===== src/rtl/td4_top.sv =====
// TD4-class 4-bit single-cycle CPU: 16x8 parameter ROM, switch input, registered LED output.
// Optional TD4_SW_SYNC_EN puts a two-flop synchronizer in front of the switch port.
module td4_top #(
    parameter logic [127:0] ROM_IMAGE = 128'h0000_0000_0000_0000_0000_0000_F190_5170
) (
    input  logic       clock,
    input  logic       reset,
    input  logic [3:0] sw,
    output logic [3:0] LED
);

    localparam logic [3:0] OP_ADD_A  = 4'b0000;
    localparam logic [3:0] OP_MOV_AB = 4'b0001;
    localparam logic [3:0] OP_IN_A   = 4'b0010;
    localparam logic [3:0] OP_MOV_A  = 4'b0011;
    localparam logic [3:0] OP_MOV_BA = 4'b0100;
    localparam logic [3:0] OP_ADD_B  = 4'b0101;
    localparam logic [3:0] OP_IN_B   = 4'b0110;
    localparam logic [3:0] OP_MOV_B  = 4'b0111;
    localparam logic [3:0] OP_OUT_B  = 4'b1001;
    localparam logic [3:0] OP_OUT_I  = 4'b1011;
    localparam logic [3:0] OP_JNC    = 4'b1110;
    localparam logic [3:0] OP_JMP    = 4'b1111;

    logic [3:0] a_q, a_d;
    logic [3:0] b_q, b_d;
    logic [3:0] out_q, out_d;
    logic [3:0] pc_q, pc_d;
    logic       c_q, c_d;

    logic [7:0] instr;
    logic [3:0] opcode;
    logic [3:0] im;
    logic [3:0] src;
    logic [4:0] sum;
    logic [3:0] sw_eff;

`ifdef TD4_SW_SYNC_EN
    logic [3:0] sw_meta_q;
    logic [3:0] sw_sync_q;

    always_ff @(posedge clock or posedge reset) begin
        if (reset) begin
            sw_meta_q <= 4'd0;
            sw_sync_q <= 4'd0;
        end else begin
            sw_meta_q <= sw;
            sw_sync_q <= sw_meta_q;
        end
    end

    assign sw_eff = sw_sync_q;
`else
    assign sw_eff = sw;
`endif

    assign instr  = ROM_IMAGE[{pc_q, 3'b000} +: 8];
    assign opcode = instr[7:4];
    assign im     = instr[3:0];

    always_comb begin
        src = 4'd0;
        case (opcode)
            OP_ADD_A, OP_MOV_BA:           src = a_q;
            OP_ADD_B, OP_MOV_AB, OP_OUT_B: src = b_q;
            OP_IN_A, OP_IN_B:              src = sw_eff;
            default:                       src = 4'd0;
        endcase
    end

    assign sum = {1'b0, src} + {1'b0, im};

    // Jumps and undefined opcodes fall through with C cleared.
    always_comb begin
        a_d   = a_q;
        b_d   = b_q;
        out_d = out_q;
        pc_d  = pc_q + 4'd1;
        c_d   = 1'b0;
        case (opcode)
            OP_ADD_A, OP_MOV_A, OP_MOV_AB, OP_IN_A: begin
                a_d = sum[3:0];
                c_d = sum[4];
            end
            OP_ADD_B, OP_MOV_B, OP_MOV_BA, OP_IN_B: begin
                b_d = sum[3:0];
                c_d = sum[4];
            end
            OP_OUT_B, OP_OUT_I: begin
                out_d = sum[3:0];
                c_d   = sum[4];
            end
            OP_JMP: pc_d = im;
            OP_JNC: begin
                if (!c_q) pc_d = im;
            end
            default: ;
        endcase
    end

    always_ff @(posedge clock or posedge reset) begin
        if (reset) begin
            a_q   <= 4'd0;
            b_q   <= 4'd0;
            out_q <= 4'd0;
            pc_q  <= 4'd0;
            c_q   <= 1'b0;
        end else begin
            a_q   <= a_d;
            b_q   <= b_d;
            out_q <= out_d;
            pc_q  <= pc_d;
            c_q   <= c_d;
        end
    end

    assign LED = out_q;

endmodule


===== config.mk =====
export PLATFORM = sky130hd
export DESIGN_NAME = td4_top
export DESIGN_NICKNAME = d
export VERILOG_FILES = /design/src/rtl/td4_top.sv
export SDC_FILE = /design/constraint.sdc
export NUM_CORES = 1
export LEC_CHECK = 0
export ABC_AREA = 1
export CAP_MARGIN = 10
export CORE_MARGIN = 2
export CORE_UTILIZATION = 45
export CTS_BUF_LIST = sky130_fd_sc_hd__clkbuf_4
export DETAILED_ROUTE_END_ITERATION = 12
export GPL_TIMING_DRIVEN = 1
export PLACE_DENSITY_LB_ADDON = 0.15
export SLEW_MARGIN = 20
export SYNTH_ARGS = -nofsm -noshare
export SYNTH_HDL_FRONTEND = slang
export SYNTH_SLANG_ARGS = --single-unit

===== constraint.sdc =====
create_clock -name clock -period 2.75 [get_ports clock]
set_input_delay 0.4125 -clock clock [delete_from_list [all_inputs] [get_ports clock]]
set_output_delay 0.4125 -clock clock [all_outputs]
set_load 0.01 [all_outputs]

==> results of run 1 <==
-- kinds of logic after synthesis --
kind of cell / after synthesis / synth area share
XOR/XNOR: 3 / 0.0314
adder cells (fa/ha/maj): 4 / 0.0599
AO/OA/AOI/OAI: 7 / 0.0479
buffers and inverters: 10 / 0.0479
flip-flops: 16 / 0.479
AND/OR/NAND/NOR: 49 / 0.334
-- metal layers --
layer	vias to the layer above	wire length [µm]
li1	310	-
met1	255	737
met2	7	573
met3	4	33
met4	0	22
met5	-	0
-- cell type report --
| cell class | instances | area share |
|---|---|---|
| Sequential cell | 16 | 0.426 |
| Clock buffer | 3 | 0.0240 |
| Multi-Input combinational cell | 63 | 0.421 |
| Inverter | 10 | 0.0426 |
| Tap cell | 25 | 0.0333 |
| Timing Repair Buffer | 5 | 0.0533 |
-- flip-flops by register name (all words and copies together), names as in the netlist --
register,cells
LED,4
a_q,4
b_q,4
pc_q,4
-- cell usage in the layout (no fill, tap or decap), types with 2 or more instances in the layout --
cell type         n
clkbuf_4          3
clkdlybuf4s50_1   5
dfrtp_1          16
ha_1              4
inv_1             9
nand2_1          24
nand2_2           3
nand2_4           2
nand3_1           8
nand3_2           3
nor2_1            3
o21ai_0           4
o21ai_1           2
xor2_1            2
-- per-stage QoR --
stage                util  hold WS, ps  instance area (µm²)
global placement    0.525          466                  917
detailed placement  0.525          469                  917
global route        0.538          511                  940
finish              0.538          489                  940
CTS                 0.538          489                  940
floorplan               -          326                  836
-- report_power, final --
part	leakage [nW]	internal, W	switching (W)	total, W
Combinational	0.250	0.00000132	0.00000457	0.00000590
Sequential	0.220	0.000235	0	0.000235
Clock	0.0138	0.0000508	0.0000709	0.000122
Total	0.484	0.000287	0.0000755	0.000363
-- worst max path at each step --
stage	end	slack [ps]	depth (start not counted)
after global placement	b_q[2]	530	11
after detailed placement	b_q[2]	520	11
final	LED[2]	530	11
after floorplan	LED[2]	690	11
after CTS	b_q[2]	490	11
after global routing	b_q[2]	350	11
-- worst max-delay path: stages (launching register included) --
cell	delay, ps
dfrtp_1	410
inv_1	120
ha_1	250
nor2_1	100
nand2_4	130
nand2_4	80
a32o_1	220
ha_1	240
ha_1	200
or2_1	260
nand3_1	80
nand2_1	50
==> run summary, run 1 <==
Fin crit share -> 0.809
Post-synth top cells -> 24 x nand2_1, 16 x dfrtp_1, 9 x inv_1, 8 x nand3_1
Number of synthesized flops with an enable pin -> 0
Reg2reg setup slack -> 530 ps
Distinct cells, synth -> 21
Die X -> 47.1 µm
Total grt overflow -> 0
1st-iter DRT viols -> 8
Place WS -> 523 ps
Postcts setup bufs -> 0
IO buf count -> 5
Via density per instance -> 4.72
Met2 Resource Use GR -> 0.211
Clock buffer depth -> 2
Initial Utilization -> 0.479
Diodes inserted -> 0
CORE AREA -> 0.00175 mm²
Routed WL -> 1370 µm
Pleak -> 0.484 nW
Hold buffers post-CTS -> 0
Reg-to-Reg End -> LED[2]
TritonCTS Buffers -> 3
Synthesized area -> 836 µm²
Met1 Use GR -> 0.240
Met3 usage -> 0.0231
Most Crowded Layer GR -> met1
R2R Path Start -> pc_q[0]
Slew HR -> 0.594
Nets -> 109
Cell depth of the worst hold path -> 2
Crit-path max FO -> 8
Worst-margin pin slew -> 609 ps
Clock sink total -> 16
Post-DRT Antenna Nets -> 0
HPWL Detailed -> 975 µm
Cells after Synth -> 89
Worst Path Required -> 2930 ps
RSZ-0062 raised after global routing -> false
Startpoint Class -> register
Final std cells w/o fill -> 122
Fillcell total -> 171
Final Total Pwr -> 0.000363 W
CP startpoint -> pc_q[0]
Hold endpoint -> LED[2]
Number of gates resized after CTS -> 0
Async set-reset flop share out of synthesis -> 1.00
Clk_lat worst skew -> 280 ps
Register area -> 400 µm²
# H-tree levels -> 1
Initial antenna violation count -> 0
Maxcap violations -> 0
CTS root buffer -> clkbuf_4
DRT Pass-1 Iters -> 4
Layout cell share with drive strength beyond 1 -> 0.155
Vias in the first global route -> 531
Largest net degree at the start of global routing -> 17
Worst Min Path Start -> LED[2]
DR WL/cell -> 11.2 µm
R2R cell count -> 11
Yosys top cell area share -> 0.479
Area leader, netlist -> dfrtp_1
Setup ws final -> 525 ps
Fmax -> 0.450 GHz
Fin crit period -> 2220 ps
GRT Resource Usage Total -> 0.154
Status -> finished clean
Hold Fails Final Rpt -> 0
Most frequent cell after synthesis -> nand2_1
Setup CP Type -> reg -> reg
Slew Limit Fails -> 0
GP Congestion -> 0.786
Pwr dens -> 386 mW/mm²
First-pass GRT wire length -> 2350 µm
Die Area -> 0.00222 mm²
Seq/Total Area, Yosys -> 0.479
Post-Syn Nets -> 99
Via count -> 576
I/O Pins -> 10
Clk pin slew, worst setup/hold paths -> 90 ps
Post-Route Setup TNS -> 0 ps
Fin Clk Skew -> 2.84 ps
Ranking of synthesized cells by area -> dfrtp_1 48%, nand2_1 11%, ha_1 6.0%
Peak VDD IR -> 0.280 mV
Die Span Y -> 47.1 µm
FP Rows -> 15
HP Class -> reg -> reg
CP endpoint kind -> register
Footprint of the multi-input gates -> 395 µm²
Synth Register Bits -> 16
Placed instance count -> 119
Top FF cell, synth -> dfrtp_1
CTS tree -> done
Drc violations -> 0
Post-Syn Area per Cell -> 9.39 µm²
Area growth, synth to finish -> 12.4%
Arr. time, crit path -> 2410 ps
Final number of setup-violating endpoints -> 0
Synth warnings -> 0
Power figures use the tool's default switching activity.
==> run 2: changes to the inputs <==
==> constraint.sdc (replaced) <==
create_clock -name clock -period 2 [get_ports clock]
set_input_delay 0.3 -clock clock [delete_from_list [all_inputs] [get_ports clock]]
set_output_delay 0.3 -clock clock [all_outputs]
set_load 0.01 [all_outputs]
==> run 2 against run 1 <==
  * Clock skew up 7.2 ps
  * Via count increased by 0.17%
  * Clock power grew 57%
  * Highest routed layer unchanged
==> run summary, run 2 (synthesis results as in run 1) <==
DRT Pass-1 Iters -> 4
Maxcap violations -> 0
Initial Utilization -> 0.479
Pleak -> 0.530 nW
Commonest non-fill, non-tap cell in the layout -> nand2_1
Hold Fails Final Rpt -> 0
Die Area -> 0.00222 mm²
Worst Path Required -> 2180 ps
Clock sink total -> 16
CORE AREA -> 0.00175 mm²
CP endpoint kind -> register
IO buf count -> 5
CP max-delay cell -> dfrtp_1
WHS -> 370 ps
Final Util -> 0.599
Clk pwr share -> 0.365
GP Congestion -> 0.746
Setup ws final -> 81.8 ps
CTS tree -> done
HPWL Detailed -> 1080 µm
Fin crit share -> 0.959
Initial antenna violation count -> 0
Largest net degree at the start of global routing -> 17
Slew Limit Fails -> 0
Via density per instance -> 4.37
Hold buffers post-CTS -> 0
Final number of setup-violating endpoints -> 0
Nets -> 118
Clk pin slew, worst setup/hold paths -> 100 ps
HP Class -> in -> async
Seq pwr share -> 0.619
Switching Share -> 0.203
Fmax -> 0.521 GHz
Startpoint Class -> register
Place WS -> 21.4 ps
Worst path cell trace -> nor2_8, buf_12, nand2_4, nand2_4, a32o_1, ha_2, ha_1, or2_1, nand3_1, nand2_1
Slew HR -> 0.598
First-pass GRT wire length -> 2730 µm
Fin crit period -> 1920 ps
Most frequent cells in the layout -> 24 x nand2_1, 15 x dfrtp_1, 8 x nand3_1, 8 x inv_1, 8 x buf_4
Via count -> 577
TritonCTS Buffers -> 3
1st-iter DRT viols -> 11
Most frequent CP cell -> nand2_4
Layout cell share with drive strength beyond 1 -> 0.280
Clock buffer depth -> 2
Area growth, synth to finish -> 25.1%
FP Rows -> 15
Setup CP Type -> reg -> reg
Die X -> 47.1 µm
I/O Pins -> 10
Routed WL -> 1540 µm
Post-DRT Antenna Nets -> 0
Diodes inserted -> 0
GRT Resource Usage Total -> 0.183
Total grt overflow -> 0
Clk_lat worst skew -> 290 ps
Final Total Pwr -> 0.000522 W
P_sw -> 0.000106 W
DR WL/cell -> 11.7 µm
Crit-path max FO -> 6
Logic pwr share -> 0.015
Drc violations -> 0
Fillcell total -> 152
Pwr dens -> 499 mW/mm²
CTS root buffer -> clkbuf_4
Die Span Y -> 47.1 µm
Fin Clk Skew -> 9.99 ps
Largest stage delay, worst path -> 490 ps
Vias in the first global route -> 600
Status -> finished clean
# H-tree levels -> 1
Arr. time, crit path -> 2090 ps
Int Power -> 0.000416 W
Peak VDD IR -> 0.484 mV
Worst-margin pin slew -> 603 ps
[run 2: area by class of cell]
cell class / instances / area (µm²) / share of cell area
clock buffer: 4 / 30.0 / 0.0287
inverter: 10 / 40.0 / 0.0383
timing repair buffer: 14 / 130 / 0.124
sequential: 16 / 402 / 0.384
tap: 25 / 31.3 / 0.0299
multi-input combinational: 63 / 413 / 0.395
[run 2: what timing repair did]
| item | 4_1_cts | 5_1_grt |
|---|---|---|
| hold endpoints to repair | 0 | 0 |
| gates resized for setup | 0 | 2 |
| setup buffers | 1 | 2 |
| pin swaps | 0 | 3 |
| endpoints found under the setup margin | 1 | 5 |
[run 2: power by group through the flow]
stage | clock network (W) | logic [W] | registers (W)
after global placement | 0 | 0.00000855 | 0.000330
after detailed placement | 0 | 0.00000867 | 0.000330
after global routing | 0.000210 | 0.0000101 | 0.000323
after floorplan | 0 | 0.00000488 | 0.000330
final | 0.000191 | 0.00000799 | 0.000323
after CTS | 0.000198 | 0.00000874 | 0.000323
[run 2: path summary, 6_finish.rpt]
path / startpoint / to / slack, ps / cells after the start
worst max-delay path: pc_q[2] / a_q[2] / 80 / 10
worst min-delay path: reset / pc_q[2] / 370 / 2
worst max register to register: pc_q[2] / a_q[2] / 80 / 10
worst min register to register: LED[2] / LED[2] / 490 / 2
max in group asynchronous: reset / pc_q[1] / 1210 / 2
min in group clock: LED[2] / LED[2] / 490 / 2
[run 2: worst max-delay path, delay by kind of cell, from the launching register on]
kind | cells | cell delay (ps)
flops | 1 | 490
simple gates | 6 | 580
buf+inv | 1 | 140
compound gates | 1 | 230
fa+ha+maj | 2 | 380
[run 2: layer usage]
layer | wire [µm] | vias to the layer above | GRT usage
met2 | 661 | 6 | 0.244
met5 | 0 | - | 0
met4 | 23 | 0 | 0.0833
met1 | 810 | 242 | 0.274
li1 | - | 327 | -
met3 | 43 | 2 | 0.0500
[run 2: stage by stage]
stage | instances | instance area, µm² | TNS, ps
6_report | 132 | 1050 | 0
5_1_grt | 132 | 1050 | -5.77
4_1_cts | 130 | 1010 | 0
3_5_place_dp | 125 | 976 | 0
3_3_place_gp | 125 | 976 | 0
2_1_floorplan | 89 | 850 | 0
==> run 3: changes to the inputs <==
--- a/config.mk
+++ b/config.mk
@@ -5,7 +5,6 @@
 export SDC_FILE = /design/constraint.sdc
 export NUM_CORES = 1
 export LEC_CHECK = 0
-export ABC_AREA = 1
 export CAP_MARGIN = 10
 export CORE_MARGIN = 2
 export CORE_UTILIZATION = 45
==> run 3 against run 2 <==
  * Register-to-register slack lost 70 ps
  * Die area is 5.8% lower
  * Fmax fell by 3.7%
  * First-iteration DRC count shrank 18%
  * Clock skew is 6.2 ps lower
  * Worst hold slack lost 3.4 ps
  * Sequential share of layout area fell by 3.1 points
  * Synthesized area shrank 6.3%
  * Largest power group unchanged
  * Non-clock buffer count grew 5
  * Critical path depth increased by 1
  * Clock-buffer cell count is the same
  * Via count increased by 3.3%
==> run summary, run 3 <==
Reg2reg setup slack -> 9 ps
DR WL/cell -> 12.2 µm
Finished Cell Area -> 0.00107 mm²
Footprint of the multi-input gates -> 464 µm²
CTS root buffer -> clkbuf_4
Die Span Y -> 45.7 µm
IO buf count -> 5
Worst Path Required -> 2200 ps
Synth warnings -> 0
Hold Fails Final Rpt -> 0
Area leader, netlist -> dfrtp_1
DRT Pass-1 Iters -> 2
Fillcell total -> 146
Area growth, synth to finish -> 36.1%
# H-tree levels -> 1
Most frequent cells in the layout -> 14 x dfrtp_1, 14 x buf_4, 13 x nand2_1
Hold buffers post-CTS -> 0
Startpoint Class -> register
Vias in the first global route -> 588
Total grt overflow -> 0
Fin Clk Skew -> 3.82 ps
Post-DRT Antenna Nets -> 0
Fin crit period -> 1990 ps
Pwr dens -> 461 mW/mm²
Nets -> 108
Ranking of synthesized cells by area -> dfrtp_1 48%, nand2_1 6.7%, ha_1 6.4%
Worst path cell trace -> inv_2, ha_4, xor2_4, nor2_2, nand3_1, nand2_2, ha_4, nand3_4, nor2_2, or4_1, a31oi_1
Clk_lat worst skew -> 270 ps
WHS -> 367 ps
RSZ-0062 raised after global routing -> true
Peak VDD IR -> 0.587 mV
Area of placed instances -> 0.00101 mm²
Crit path buf inv count -> 1
Clk pin slew, worst setup/hold paths -> 90 ps
Clock buffer depth -> 2
Setup CP Type -> reg -> reg
Most frequent cell after synthesis -> dfrtp_1
Cells after Synth -> 75
Via density per instance -> 5.23
Synth Register Bits -> 15
HPWL Detailed -> 1090 µm
CP endpoint kind -> register
Synthesized area -> 783 µm²
Crit-path max FO -> 3
R2R cell count -> 11
Drc violations -> 0
Async set-reset flop share out of synthesis -> 1.00
Reg-to-Reg End -> b_q[3]
Slew Limit Fails -> 0
Diodes inserted -> 0
Largest stage delay, worst path -> 470 ps
Seq/Total Area, Yosys -> 0.479
Layout cell share with drive strength beyond 1 -> 0.402
Worst-margin pin slew -> 548 ps
Maxcap violations -> 0
1st-iter DRT viols -> 9
CP top delay family -> simple AND/OR/NAND/NOR gates
Yosys top cell area share -> 0.479
Final number of setup-violating endpoints -> 0
Status -> finished clean
Top FF cell, synth -> dfrtp_1
CTS tree -> done
FP Rows -> 15
Initial Utilization -> 0.464
Post-Syn Nets -> 85
Distinct cells, synth -> 26
Arr. time, crit path -> 2190 ps
Place WS -> -7.10 ps
Fmax -> 0.502 GHz
Register area -> 377 µm²
Die X -> 45.7 µm
Clock sink total -> 15
Post-synth top cells -> 15 x dfrtp_1, 14 x nand2_1, 6 x nand3_1, 5 x inv_1
Number of synthesized flops with an enable pin -> 0
First-pass GRT wire length -> 2590 µm
CORE AREA -> 0.00169 mm²
GP Congestion -> 0.767
Slew HR -> 0.634
Setup ws final -> 8.86 ps
HP Class -> in -> async
Fin crit share -> 0.996
Largest net degree at the start of global routing -> 16
Via count -> 596
Final Util -> 0.631
Pleak -> 0.495 nW
GRT Resource Usage Total -> 0.173
Initial antenna violation count -> 0
TritonCTS Buffers -> 3
CP max-delay cell -> or4_1
Post-Syn Area per Cell -> 10.4 µm²
R2R Path Start -> pc_q[0]
I/O Pins -> 10
Routed WL -> 1390 µm
Die Area -> 0.00209 mm²
run 3: cell count changes after synthesis, sizes merged, moves of 2 or more:
cell and change:
a31oi +2, inv -5, mux2 +4, nand2 -15, nand3 -6, nor4 +2
o21ai -4, or4 +2, xnor2 +3
run 3: worst max-delay path by stage:
stage                     cells after the start    start  slack [ps]     end
after floorplan                              10  pc_q[1]        -100  b_q[3]
after global placement                       11  pc_q[0]           3  b_q[3]
after detailed placement                     11  pc_q[0]          -7  b_q[3]
after CTS                                    11  pc_q[0]           2  b_q[3]
after global routing                         11  pc_q[0]        -140  b_q[3]
final                                        11  pc_q[0]           9  b_q[3]
run 3: metrics by stage:
stage | instances | total power [W] | setup TNS, ps
5_1_grt | 114 | 0.000525 | -143
2_1_floorplan | 75 | 0.000314 | -203
3_3_place_gp | 108 | 0.000317 | 0
3_5_place_dp | 108 | 0.000317 | -7.10
4_1_cts | 112 | 0.000499 | 0
6_report | 114 | 0.000491 | 0
run 3: repair_timing:
action,CTS,global route
gates resized for setup,2,2
setup endpoints to repair,1,3
pin swaps,0,8
buffers inserted,0,2
run 3: worst reg2reg max path, stage by stage (launching register included):
cell	delay, ps
dfrtp_1	390
inv_2	80
ha_4	160
xor2_4	160
nor2_2	60
nand3_1	80
nand2_2	70
ha_4	180
nand3_4	70
nor2_2	40
or4_1	470
a31oi_1	170
run 3: power by group:
part	total, W	leakage [nW]	switching [W]	internal [W]
Sequential	0.000303	0.205	0	0.000303
Clock	0.000181	0.0184	0.0000900	0.0000907
Combinational	0.00000746	0.272	0.00000565	0.00000181
run 3: routing by layer:
metal  GRT usage  part of all wire  vias up
li1            -                 -      310
met1       0.255              0.53      278
met2       0.248              0.43        6
met3      0.0476             0.024        2
met4      0.0514            0.0093        0
met5           0                 0        -
run 3: cell type report:
class                      instances  area share
sequential                        15       0.353
timing repair buffer              19       0.146
inverter                           5      0.0176
clock buffer                       4      0.0282
multi-input combinational         54       0.435
tap                               17      0.0200
run 3: cell families after synthesis:
group           synth area share
flops                      0.479
mux                       0.0575
xor+xnor                  0.0655
simple gates               0.216
buf+inv                   0.0383
fa+ha+maj                 0.0639
compound gates            0.0799
